File: src/rtl/conv_scheduler.sv
`default_nettype none
// =============================================================================
// conv_scheduler : address/strobe sequencer for a sliding-window convolution
// Rev 1.0
// =============================================================================
module conv_scheduler #(
  parameter int N      = 4,
  parameter int FW     = 4,
  parameter int IW     = 16,
  parameter int STRIDE = 1,
  localparam int P     = (IW - FW) / STRIDE + 1,
  localparam int IN_W  = (IW > 1) ? $clog2(IW) : 1,
  localparam int FA_W  = (FW > 1) ? $clog2(FW) : 1,
  localparam int FS_W  = (N > 1) ? $clog2(N) : 1,
  localparam int OA_W  = (N * P > 1) ? $clog2(N * P) : 1,
  localparam int PC_W  = (P > 1) ? $clog2(P) : 1
) (
  input  logic            clk,
  input  logic            rst,
  input  logic            start,
  input  logic            out_ready,
  output logic [IN_W-1:0] in_addr,
  output logic [FA_W-1:0] filt_addr,
  output logic [FS_W-1:0] filt_sel,
  output logic            mac_clr,
  output logic            mac_en,
  output logic            psum_wr,
  output logic [OA_W-1:0] out_addr,
  output logic            busy,
  output logic            done
);

  typedef enum logic [2:0] {
    S_IDLE  = 3'd0,
    S_CLR   = 3'd1,
    S_MAC   = 3'd2,
    S_WRITE = 3'd3,
    S_DONE  = 3'd4
  } state_t;

  state_t          state_q, state_d;
  logic [FS_W-1:0] f_q, f_d;
  logic [PC_W-1:0] p_q, p_d;
  logic [FA_W-1:0] k_q, k_d;
  logic [IN_W-1:0] base_q, base_d;   // running p*STRIDE
  logic [OA_W-1:0] oidx_q, oidx_d;   // running f*P+p

  logic            mac_clr_q, mac_clr_d;
  logic            mac_en_q, mac_en_d;
  logic            wr_q, wr_d;
  logic            busy_q, busy_d;
  logic            done_q, done_d;
  logic [IN_W-1:0] in_addr_q, in_addr_d;
  logic [FA_W-1:0] filt_addr_q, filt_addr_d;
  logic [FS_W-1:0] filt_sel_q, filt_sel_d;
  logic [OA_W-1:0] out_addr_q, out_addr_d;

  always_comb begin
    state_d = state_q;
    f_d     = f_q;
    p_d     = p_q;
    k_d     = k_q;
    base_d  = base_q;
    oidx_d  = oidx_q;
    case (state_q)
      S_IDLE: begin
        if (start) begin
          state_d = S_CLR;
          f_d     = '0;
          p_d     = '0;
          k_d     = '0;
          base_d  = '0;
          oidx_d  = '0;
        end
      end
      S_CLR: begin
        k_d     = '0;
        state_d = S_MAC;
      end
      S_MAC: begin
        if (k_q == FA_W'(FW - 1)) state_d = S_WRITE;
        else                      k_d     = k_q + FA_W'(1);
      end
      S_WRITE: begin
        if (out_ready) begin
          if (p_q != PC_W'(P - 1)) begin
            p_d     = p_q + PC_W'(1);
            base_d  = base_q + IN_W'(STRIDE);
            oidx_d  = oidx_q + OA_W'(1);
            state_d = S_CLR;
          end else if (f_q != FS_W'(N - 1)) begin
            p_d     = '0;
            base_d  = '0;
            f_d     = f_q + FS_W'(1);
            oidx_d  = oidx_q + OA_W'(1);
            state_d = S_CLR;
          end else begin
            state_d = S_DONE;
          end
        end
      end
      S_DONE:  state_d = S_IDLE;
      default: state_d = S_IDLE;
    endcase

    // Outputs are decoded from the next state so that every strobe leaves a flop.
    mac_clr_d   = (state_d == S_CLR);
    mac_en_d    = (state_d == S_MAC);
    wr_d        = (state_d == S_WRITE);
    done_d      = (state_d == S_DONE);
    busy_d      = mac_clr_d | mac_en_d | wr_d;
    in_addr_d   = mac_en_d ? (base_d + IN_W'(k_d)) : '0;
    filt_addr_d = mac_en_d ? k_d : '0;
    filt_sel_d  = busy_d ? f_d : '0;
    out_addr_d  = wr_d ? oidx_d : '0;
  end

  always_ff @(posedge clk or posedge rst) begin
    if (rst) begin
      state_q     <= S_IDLE;
      f_q         <= '0;
      p_q         <= '0;
      k_q         <= '0;
      base_q      <= '0;
      oidx_q      <= '0;
      mac_clr_q   <= 1'b0;
      mac_en_q    <= 1'b0;
      wr_q        <= 1'b0;
      busy_q      <= 1'b0;
      done_q      <= 1'b0;
      in_addr_q   <= '0;
      filt_addr_q <= '0;
      filt_sel_q  <= '0;
      out_addr_q  <= '0;
    end else begin
      state_q     <= state_d;
      f_q         <= f_d;
      p_q         <= p_d;
      k_q         <= k_d;
      base_q      <= base_d;
      oidx_q      <= oidx_d;
      mac_clr_q   <= mac_clr_d;
      mac_en_q    <= mac_en_d;
      wr_q        <= wr_d;
      busy_q      <= busy_d;
      done_q      <= done_d;
      in_addr_q   <= in_addr_d;
      filt_addr_q <= filt_addr_d;
      filt_sel_q  <= filt_sel_d;
      out_addr_q  <= out_addr_d;
    end
  end

  // The write strobe qualifies the registered WRITE flag with the live handshake.
  assign psum_wr   = wr_q & out_ready;
  assign mac_clr   = mac_clr_q;
  assign mac_en    = mac_en_q;
  assign busy      = busy_q;
  assign done      = done_q;
  assign in_addr   = in_addr_q;
  assign filt_addr = filt_addr_q;
  assign filt_sel  = filt_sel_q;
  assign out_addr  = out_addr_q;

endmodule
`default_nettype wire

File: config.mk
export PLATFORM = sky130hd
export DESIGN_NAME = conv_scheduler
export DESIGN_NICKNAME = d
export VERILOG_FILES = /design/src/rtl/conv_scheduler.sv
export SDC_FILE = /design/constraint.sdc
export NUM_CORES = 1
export LEC_CHECK = 0
export BUFFER_PORTS_ARGS = -buffer_cell sky130_fd_sc_hd__buf_2
export CAP_MARGIN = 25
export CORE_UTILIZATION = 41
export CTS_CLUSTER_DIAMETER = 30
export DETAILED_ROUTE_END_ITERATION = 8
export GPL_TIMING_DRIVEN = 0
export HOLD_SLACK_MARGIN = 0.12
export RECOVER_POWER = 50
export SETUP_SLACK_MARGIN = 0.5
export SLEW_MARGIN = 25
export SYNTH_ARGS = -nofsm -noshare
export SYNTH_HDL_FRONTEND = slang
export SYNTH_SLANG_ARGS = --single-unit
File: constraint.sdc
create_clock -name clk -period 3.8 [get_ports clk]
set_input_delay 0.38 -clock clk [delete_from_list [all_inputs] [get_ports clk]]
set_output_delay 0.38 -clock clk [all_outputs]
set_load 0.1 [all_outputs]
; Word-level counts from Yosys, hierarchy flattened
; Index checks and enable logic that the tools add are counted.
; W data, S select, Z words.
[word_totals]
ff_bits = 40
output_inout_bits = 19
wordCells = 73
[op_classes]
n_addsub = 6
eq_ne = 13
muxes = 33
bitwise_logic = 3
n_reduce_logical = 3
[ops]
columns = op, count
row1 = $mux W4, 9
row2 = $mux W6, 5
row3 = $mux W2, 8
row4 = $pmux W4 S2, 2
row5 = $mux W3, 5
row6 = $eq A3 B2 Y1 const B, 4
row7 = $pmux W3 S4, 1
row8 = $pmux W6 S2, 1
row9 = $add A4 B1 Y4 const B, 2
row10 = $add A6 B1 Y6 const B, 1
row11 = $eq A3 B1 Y1 const B, 2
row12 = $ne A2 B2 Y1 const B, 3
row13 = $pmux W2 S3, 1
row14 = $add A2 B1 Y2 const B, 2
row15 = $add A4 B2 Y4, 1
row16 = $ne A4 B4 Y1 const B, 1
row17 = $pmux W2 S2, 1
row18 = $reduce_and A4 Y1, 1
row19 = $eq A3 B3 Y1 const B, 1
row20 = $logic_not A3 Y1, 1
row21 = $ne A3 B3 Y1 const B, 1
row22 = $eq A2 B2 Y1 const B, 1
row23 = $or A1 B1 Y1, 2
row24 = $reduce_bool A2 Y1, 1
row25 = $and A1 B1 Y1, 1

; Longest topological paths before layout
; Gate-level depths: netlist of run 1.
[depth]
depth_word = 9
mapped_depth = 13
mapped_depth_nobuf = 13

; Least setup slack after synthesis of run 1
; No wires, ideal clock.
[synth_path]
path_type = reg-to-reg
from = register state_q[0]
to = register in_addr_q[3], in the netlist in_addr[3]
setup_time_ps = 125
arrival_ps = 2389
t_required_ps = 3675
slack_ps = 1286
path_stages_with_launch = 10
period_less_slack_ps = 2514
cell_sequence = dfrtp_1 > or4b_4 > and2_1 > a22o_1 > ha_1 > a21oi_1 > nand3b_1 > o32ai_1 > nor2b_1 > mux2_2
[synth_via]
elab_chain_cells = 4
word_cells_on_any_way = 13
classes_between = add/sub: 1 / eq/ne: 4 / mux: 7 / reduce/logical: 1
[synth_lines]
columns = item, line
row1 = from (decl), 41  ; state_t state_q, state_d;
row2 = from (signal assigned), 136  ; state_q <= state_d;
row3 = $eq A3 B2 Y1 / $logic_not A3 Y1 (equally long branches), 65  ; case (state_q)
row4 = $pmux W4 S2 (*), 65
row5 = via base_d[1], 45  ; logic [IN_W-1:0] base_q, base_d;
row6 = $add A4 B2 Y4 (*), 112  ; in_addr_d = mac_en_d ? (base_d + IN_W'(k_d)) : '0;
row7 = $mux W4 (*), 112
row8 = via in_addr_d[3], 53  ; logic [IN_W-1:0] in_addr_q, in_addr_d;
row9 = to (signal assigned), 147  ; in_addr_q <= in_addr_d;
row10 = to (decl), 53
; The timed path passes the listed nets; every way through them passes the cells marked *.
; A chain may end at the register's enable or synchronous reset.

; Final worst setup path of run 1
[layout_path]
from = register p_q[0]
to = register in_addr_q[3], in the netlist in_addr[3]
[layout_via]
elab_chain_cells = 6
word_cells_on_any_way = 10
classes_between = add/sub: 1 / eq/ne: 2 / mux: 7
[layout_lines]
columns = item, line
row1 = from (decl), 43  ; logic [PC_W-1:0] p_q, p_d;
row2 = from (signal assigned), 138  ; p_q <= p_d;
row3 = $ne A4 B4 Y1, 86  ; if (p_q != PC_W'(P - 1)) begin
row4 = $mux W4, 86
row5 = $mux W4, 85  ; if (out_ready) begin
row6 = $pmux W4 S2, 65
row7 = via base_d[1], 45
row8 = $add A4 B2 Y4, 112
row9 = $mux W4, 112
row10 = via in_addr_d[3], 53
; The timed path passes the listed nets, and every way through them passes these cells.

==> flow_metrics.py, run 1 <==
metrics = {
    "run_status": {
        "status": "finished, final reports clean",
    },
    "floorplanning": {
        "die-width_um": 69.2,
        "die_y_um": 69.2,
        "initial_core_util": 0.425,
        "rows": 24,
        "ios": 23,
        "core_area_um2": 4350,
        "dieArea_um2": 4780,
    },
    "logic_synthesis": {
        "yosys_warnings": 0,
        "synthCells": 172,
        "syn_area_um2": 1850,
        "yosysSeqAreaShare": 0.541,
        "syn_area_per_cell_um2": 10.8,
        "synth_seq_cells": 40,
        "ys.flop_type": "dfrtp_1",
        "syn_nets": 183,
        "synth_enable_flop_cells": 0,
        "ys_types": 40,
        "async_reset_ff_frac": 1.00,
    },
    "placed_design": {
        "place.gp.congestion": 0.794,
        "dp_hpwl_mm": 2.59,
        "port_buffers": 21,
        "dp_slack_ns": 0.926,
    },
    "cells_and_area": {
        "insertedDiodeCount": 0,
        "synthToLayoutAreaGrowth_pct": 15.5,
        "fill_cells": 412,
        "final_util": 0.491,
        "final_nets": 213,
        "drive_above_1_share": 0.172,
    },
    "critical_path": {
        "crit_slowest_cell": "dfrtp_1",
        "rr_startpoint": "p_q[0]$_DFFE_PP0P_",
        "critPathArrivalTime_ns": 3.21,
        "cp_common_cell": "ha_1",
        "path_class": "reg -> reg",
        "crit_cells": 12,
        "worstReg2RegEnd": "in_addr[3]$_DFF_PP0_",
        "critPathLaunch": "p_q[0]$_DFFE_PP0P_",
        "reg2reg_depth": 12,
        "critPathMaxStageDelay_ns": 0.43,
        "path_delay_family": "simple AND/OR/NAND/NOR gates",
        "worst_setup_path_start_kind": "flip-flop",
        "endpoint": "in_addr[3]$_DFF_PP0_",
        "cp_max_fo": 10,
        "path_cells": "inv_1 -> ha_1 -> nand3_1 -> o21ai_1 -> and2_1 -> a22o_1 -> ha_1 -> a21oi_1 -> nand3b_1 -> o32ai_1 -> nor2b_1 -> mux2_2",
        "crit_buf_inv": 1,
        "reg2reg_slack_ns": 0.77,
        "endpoint_kind": "flip-flop",
        "required_ns": 3.98,
    },
    "clocking": {
        "clockRootBuffer": "clkbuf_8",
        "clock_sinks": 40,
        "path_clk_slew_ns": 0.08,
        "cts-resized-gates": 0,
        "cts_made_buffers": 5,
        "cts_setup_buffers": 0,
        "cts_hold_buf": 1,
        "htreeDepth": 2,
        "cts_tree": "yes",
        "clock_path_buffers": 2,
        "insertion_delay_ns": 0.29,
    },
    "sta": {
        "final-max-slew-violation-count": 0,
        "skew_ns": 0.00779,
        "fin_setup_tns_ns": 0,
        "fin_crit_ns": 3.03,
        "final_hold_viol_count": 0,
        "clock.fmax_mhz": 330,
        "period_share": 0.798,
        "finalWorstSetupSlack_ns": 0.767,
        "setup_violations": 0,
        "rsz0062_at_grt": "no",
        "worst_pin_slew_ns": 1.16,
        "slew_headroom": 0.229,
        "timing.hold.ws_ns": 0.471,
    },
    "pwr": {
        "vdd_drop_max_mv": 0.355,
        "p_leak_uw": 0.00107,
        "p_per_area_nw_per_um2": 888,
    },
    "route": {
        "drc": 0,
        "wire_per_inst_um": 13.7,
        "drt_iter0_drc": 40,
        "drt_wl_total_mm": 3.48,
        "dr.pass1.iters": 4,
        "ant_nets": 0,
        "vias": 1301,
        "vias_per_cell": 5.10,
    },
    "run": {
        "max_cap_viol_count": 0,
    },
    "grt": {
        "antenna_found_initial": 0,
        "grt_pass1_wl_mm": 6.09,
        "grt_max_degree": 22,
        "grt_pass1_vias": 1308,
        "grt_usage": 0.164,
        "gr-total-overflow": 0,
    },
    "hold_path": {
        "hold_path_class": "reg -> reg",
        "min-delay-start": "oidx_q[5]$_DFF_PP0_",
    },
}
## cells by family after synthesis
logic type,Yosys count,share of synthesized area
fa+ha+maj,7,0.0514
simple gates,70,0.206
mux,7,0.0392
flops,40,0.541
buf+inv,16,0.0440
compound gates,30,0.108
xor+xnor,2,0.00947
## placed cells by master (no fill, tap or decap), drive strengths merged, types with 2 or more instances in the layout
master  synthesis  final
o21ai          12     12
nand2          18     18
inv            10     10
nand3           6      6
xor2            2      2
a21oi           5      5
clkbuf          1     13
o31ai           2      2
nand3b          2      2
and3            3      3
o22ai           2      2
buf             5     21
nand4           3      3
o21a            3      3
nor2b           6      6
mux2            2      2
ha              6      6
nor2           11     11
mux2i           5      5
nor3            5      5
a22o            2      2
dfrtp          40     40
and2           12     12
## Yosys cell counts, types with 2 or more instances
library cell  number  share of area
buf_2              2         0.0054
buf_6              2          0.012
and3_1             3          0.010
nand3_1            5          0.014
o22ai_1            2         0.0068
mux2_2             2          0.012
a21oi_1            5          0.014
o21ai_0           10          0.027
nor3_1             4          0.011
a22o_1             2         0.0095
nor2b_1            5          0.017
and2_1            12          0.041
xor2_1             2         0.0095
ha_1               6          0.041
nand2_1           18          0.037
o21ai_1            2         0.0054
dfrtp_1           40           0.54
inv_1             10          0.020
nor2_1            11          0.022
mux2i_1            5          0.027
nand4_1            3          0.010
o21a_1             2         0.0081
nand3b_1           2         0.0081
## through the flow
| step | power (uW) | instance area (um2) | cells |
|---|---|---|---|
| after floorplan | 1380 | 1850 | 172 |
| after global placement | 1530 | 2020 | 245 |
| after detailed placement | 1560 | 2050 | 246 |
| after CTS | 1930 | 2180 | 255 |
| after global routing | 2020 | 2140 | 255 |
| final | 1900 | 2140 | 255 |
## layer usage
layer  global-route usage  wire, um  up-vias
met5                    0         0        -
met4               0.0544        62        0
met3               0.0439        78        6
met2                0.265      1690       18
met1                0.214      1650      633
li1                     -         -      644
## cell type report
class	count	area, um2	share of cell area
multi-input cells	116	757	0.354
inverters	10	37.5	0.0176
repair buffers	23	114	0.0533
clock buffers	6	82.6	0.0387
plain buffers	6	40.0	0.0187
clock inverters	2	38.8	0.0182
flip-flops and latches	40	1000	0.469
well taps	52	65.1	0.0305
## worst min path at each step
stage | slack [ns] | depth (start not counted) | to
2_1_floorplan | 0.44 | 1 | oidx_q[5]$_DFF_PP0_
3_3_place_gp | 0.45 | 1 | oidx_q[5]$_DFF_PP0_
3_5_place_dp | 0.43 | 2 | out_addr[4]$_DFF_PP0_
4_1_cts | 0.48 | 3 | p_q[3]$_DFFE_PP0P_
5_1_grt | 0.50 | 3 | p_q[3]$_DFFE_PP0P_
6_report | 0.47 | 1 | oidx_q[5]$_DFF_PP0_
## power by group
group          internal [uW]  switching (uW)  total [uW]
Combinational            250             663         912
Clock                    215             150         365
Sequential               544            76.0         620
Total                   1010             889        1900
## sequential cells by signal (all words and copies together), names as in the netlist
signal,count
mac_clr,1
filt_sel,2
oidx_q,6
filt_addr,2
p_q,4
wr_q,1
in_addr,4
state_q,3
k_q,2
f_q,2
mac_en,1
done,1
busy,1
out_addr,6
base_q,4
Note: power is estimated with default switching activity, not from simulation.
==> run 2, diff against run 1 <==
==> constraint.sdc (replaced) <==
create_clock -name clk -period 2.9 [get_ports clk]
set_input_delay 0.29 -clock clk [delete_from_list [all_inputs] [get_ports clk]]
set_output_delay 0.29 -clock clk [all_outputs]
set_load 0.1 [all_outputs]
==> flow_metrics.py, run 2 (synthesis results as in run 1) <==
metrics = {
    "run_status": {
        "status": "finished, violations left",
        "violations": "capacitance limit, slew limit",
    },
    "critical_path": {
        "worst_setup_path_start_kind": "flip-flop",
        "reg2reg_depth": 9,
        "cp_max_fo": 3,
        "reg2reg_slack_ns": 0.32,
        "worstReg2RegEnd": "in_addr[3]$_DFF_PP0_",
        "critPathArrivalTime_ns": 2.77,
        "rr_startpoint": "state_q[0]$_DFF_PP0_",
        "endpoint_kind": "flip-flop",
        "required_ns": 3.09,
        "path_class": "reg -> reg",
    },
    "route": {
        "vias": 1378,
        "drt_wl_total_mm": 3.75,
        "drc": 0,
        "vias_per_cell": 5.18,
        "ant_nets": 0,
        "wire_per_inst_um": 14.1,
        "drt_iter0_drc": 42,
        "dr.pass1.iters": 4,
    },
    "floorplanning": {
        "die_y_um": 69.2,
        "dieArea_um2": 4780,
        "die-width_um": 69.2,
        "core_area_um2": 4350,
        "initial_core_util": 0.425,
        "rows": 24,
        "ios": 23,
    },
    "clocking": {
        "clock_sinks": 40,
        "insertion_delay_ns": 0.29,
        "clockRootBuffer": "clkbuf_8",
        "cts_made_buffers": 5,
        "path_clk_slew_ns": 0.08,
        "htreeDepth": 2,
        "cts_tree": "yes",
        "clock_path_buffers": 2,
    },
    "cells_and_area": {
        "instances_no_fill": 266,
        "final_nets": 224,
        "drive_above_1_share": 0.238,
        "final_cell_mix": "dfrtp_1 (40), nand2_1 (18), buf_2 (16)",
        "multi_input_area_um2": 797,
        "fill_cells": 401,
        "synthToLayoutAreaGrowth_pct": 20.5,
        "regArea_um2": 1000,
        "insertedDiodeCount": 0,
        "final_common_cell": "dfrtp_1",
    },
    "sta": {
        "clock.fmax_mhz": 387,
        "final-max-slew-violation-count": 31,
        "rsz0062_at_grt": "yes",
        "worst_pin_slew_ns": 1.60,
        "finalWorstSetupSlack_ns": 0.319,
        "period_share": 0.890,
        "skew_ns": 0.00669,
        "fin_crit_ns": 2.58,
        "setup_violations": 0,
        "fin_setup_tns_ns": 0,
        "slew_headroom": -0.0662,
        "final_hold_viol_count": 0,
    },
    "placed_design": {
        "place.gp.congestion": 0.747,
        "port_buffers": 21,
        "dp_slack_ns": 0.121,
        "dp_cells": 246,
        "dp_hpwl_mm": 2.62,
    },
    "hold_path": {
        "hold_end": "p_q[3]$_DFFE_PP0P_",
        "hold_path_class": "in -> reg",
        "min-delay-start": "out_ready",
        "hold_depth": 3,
    },
    "pwr": {
        "p_per_area_nw_per_um2": 1140,
        "vdd_drop_max_mv": 0.463,
        "p_leak_uw": 0.00110,
    },
    "grt": {
        "grt_pass1_wl_mm": 6.52,
        "antenna_found_initial": 0,
        "grt_max_degree": 31,
        "gr-total-overflow": 0,
        "grt_pass1_vias": 1409,
        "grt_usage": 0.171,
    },
    "run": {
        "max_cap_viol_count": 1,
    },
}
## run 2: timing repair
action / CTS / global route
cloned: 0 / 0
resized for setup: 5 / 4
endpoints found under the hold margin: 10 / 0
pin swaps: 3 / 3
setup buffers: 9 / 2
setup endpoints to repair: 3 / 3
hold buffers: 1 / 0
## run 2: layout make-up
cell class              count  share of cell area
clock buffers               5              0.0309
multi-input cells         116               0.358
plain buffers               6              0.0225
well taps                  52              0.0292
flip-flops and latches     40               0.449
clock inverters             3             0.00842
repair buffers             34              0.0853
inverters                  10              0.0168
## run 2: critical path: stages (launching register included)
cell,delay [ns]
dfrtp_1,0.41
or4b_4,0.54
and2_4,0.18
a22o_1,0.23
ha_1,0.29
a21oi_2,0.15
nand3b_1,0.14
o32ai_2,0.09
nor2b_1,0.15
mux2_4,0.29
## run 2: worst max path at each step
stage,start,to,slack (ns)
final,state_q[0]$_DFF_PP0_,in_addr[3]$_DFF_PP0_,0.32
after global routing,rst,k_q[0]$_DFF_PP0_,0.17
after CTS,state_q[0]$_DFF_PP0_,in_addr[3]$_DFF_PP0_,0.30
after detailed placement,p_q[0]$_DFFE_PP0P_,in_addr[3]$_DFF_PP0_,0.12
after global placement,p_q[0]$_DFFE_PP0P_,in_addr[3]$_DFF_PP0_,0.21
after floorplan,state_q[0]$_DFF_PP0_,in_addr[3]$_DFF_PP0_,0.45
## run 2: where the power goes
part	leakage (uW)	switching (uW)	internal [uW]
Combinational	0.000530	929	435
Sequential	0.000526	95.3	713
Clock	0.0000479	200	168
## run 2: metrics by stage
step / util / total power (uW) / hold slack [ns] / area (um2)
after floorplan: - / 1830 / 0.436 / 1860
after detailed placement: 0.470 / 2070 / 0.241 / 2050
after global placement: 0.465 / 2020 / 0.450 / 2030
after CTS: 0.512 / 2520 / 0.407 / 2230
after global routing: 0.512 / 2710 / 0.440 / 2230
final: 0.512 / 2540 / 0.414 / 2230
## run 2: layer usage
| layer | vias to the layer above | wire, um | GRT usage |
|---|---|---|---|
| met1 | 674 | 1710 | 0.222 |
| met4 | 0 | 54 | 0.0748 |
| met3 | 5 | 124 | 0.0351 |
| met2 | 29 | 1870 | 0.278 |
| li1 | 670 | - | - |
| met5 | - | 0 | 0 |
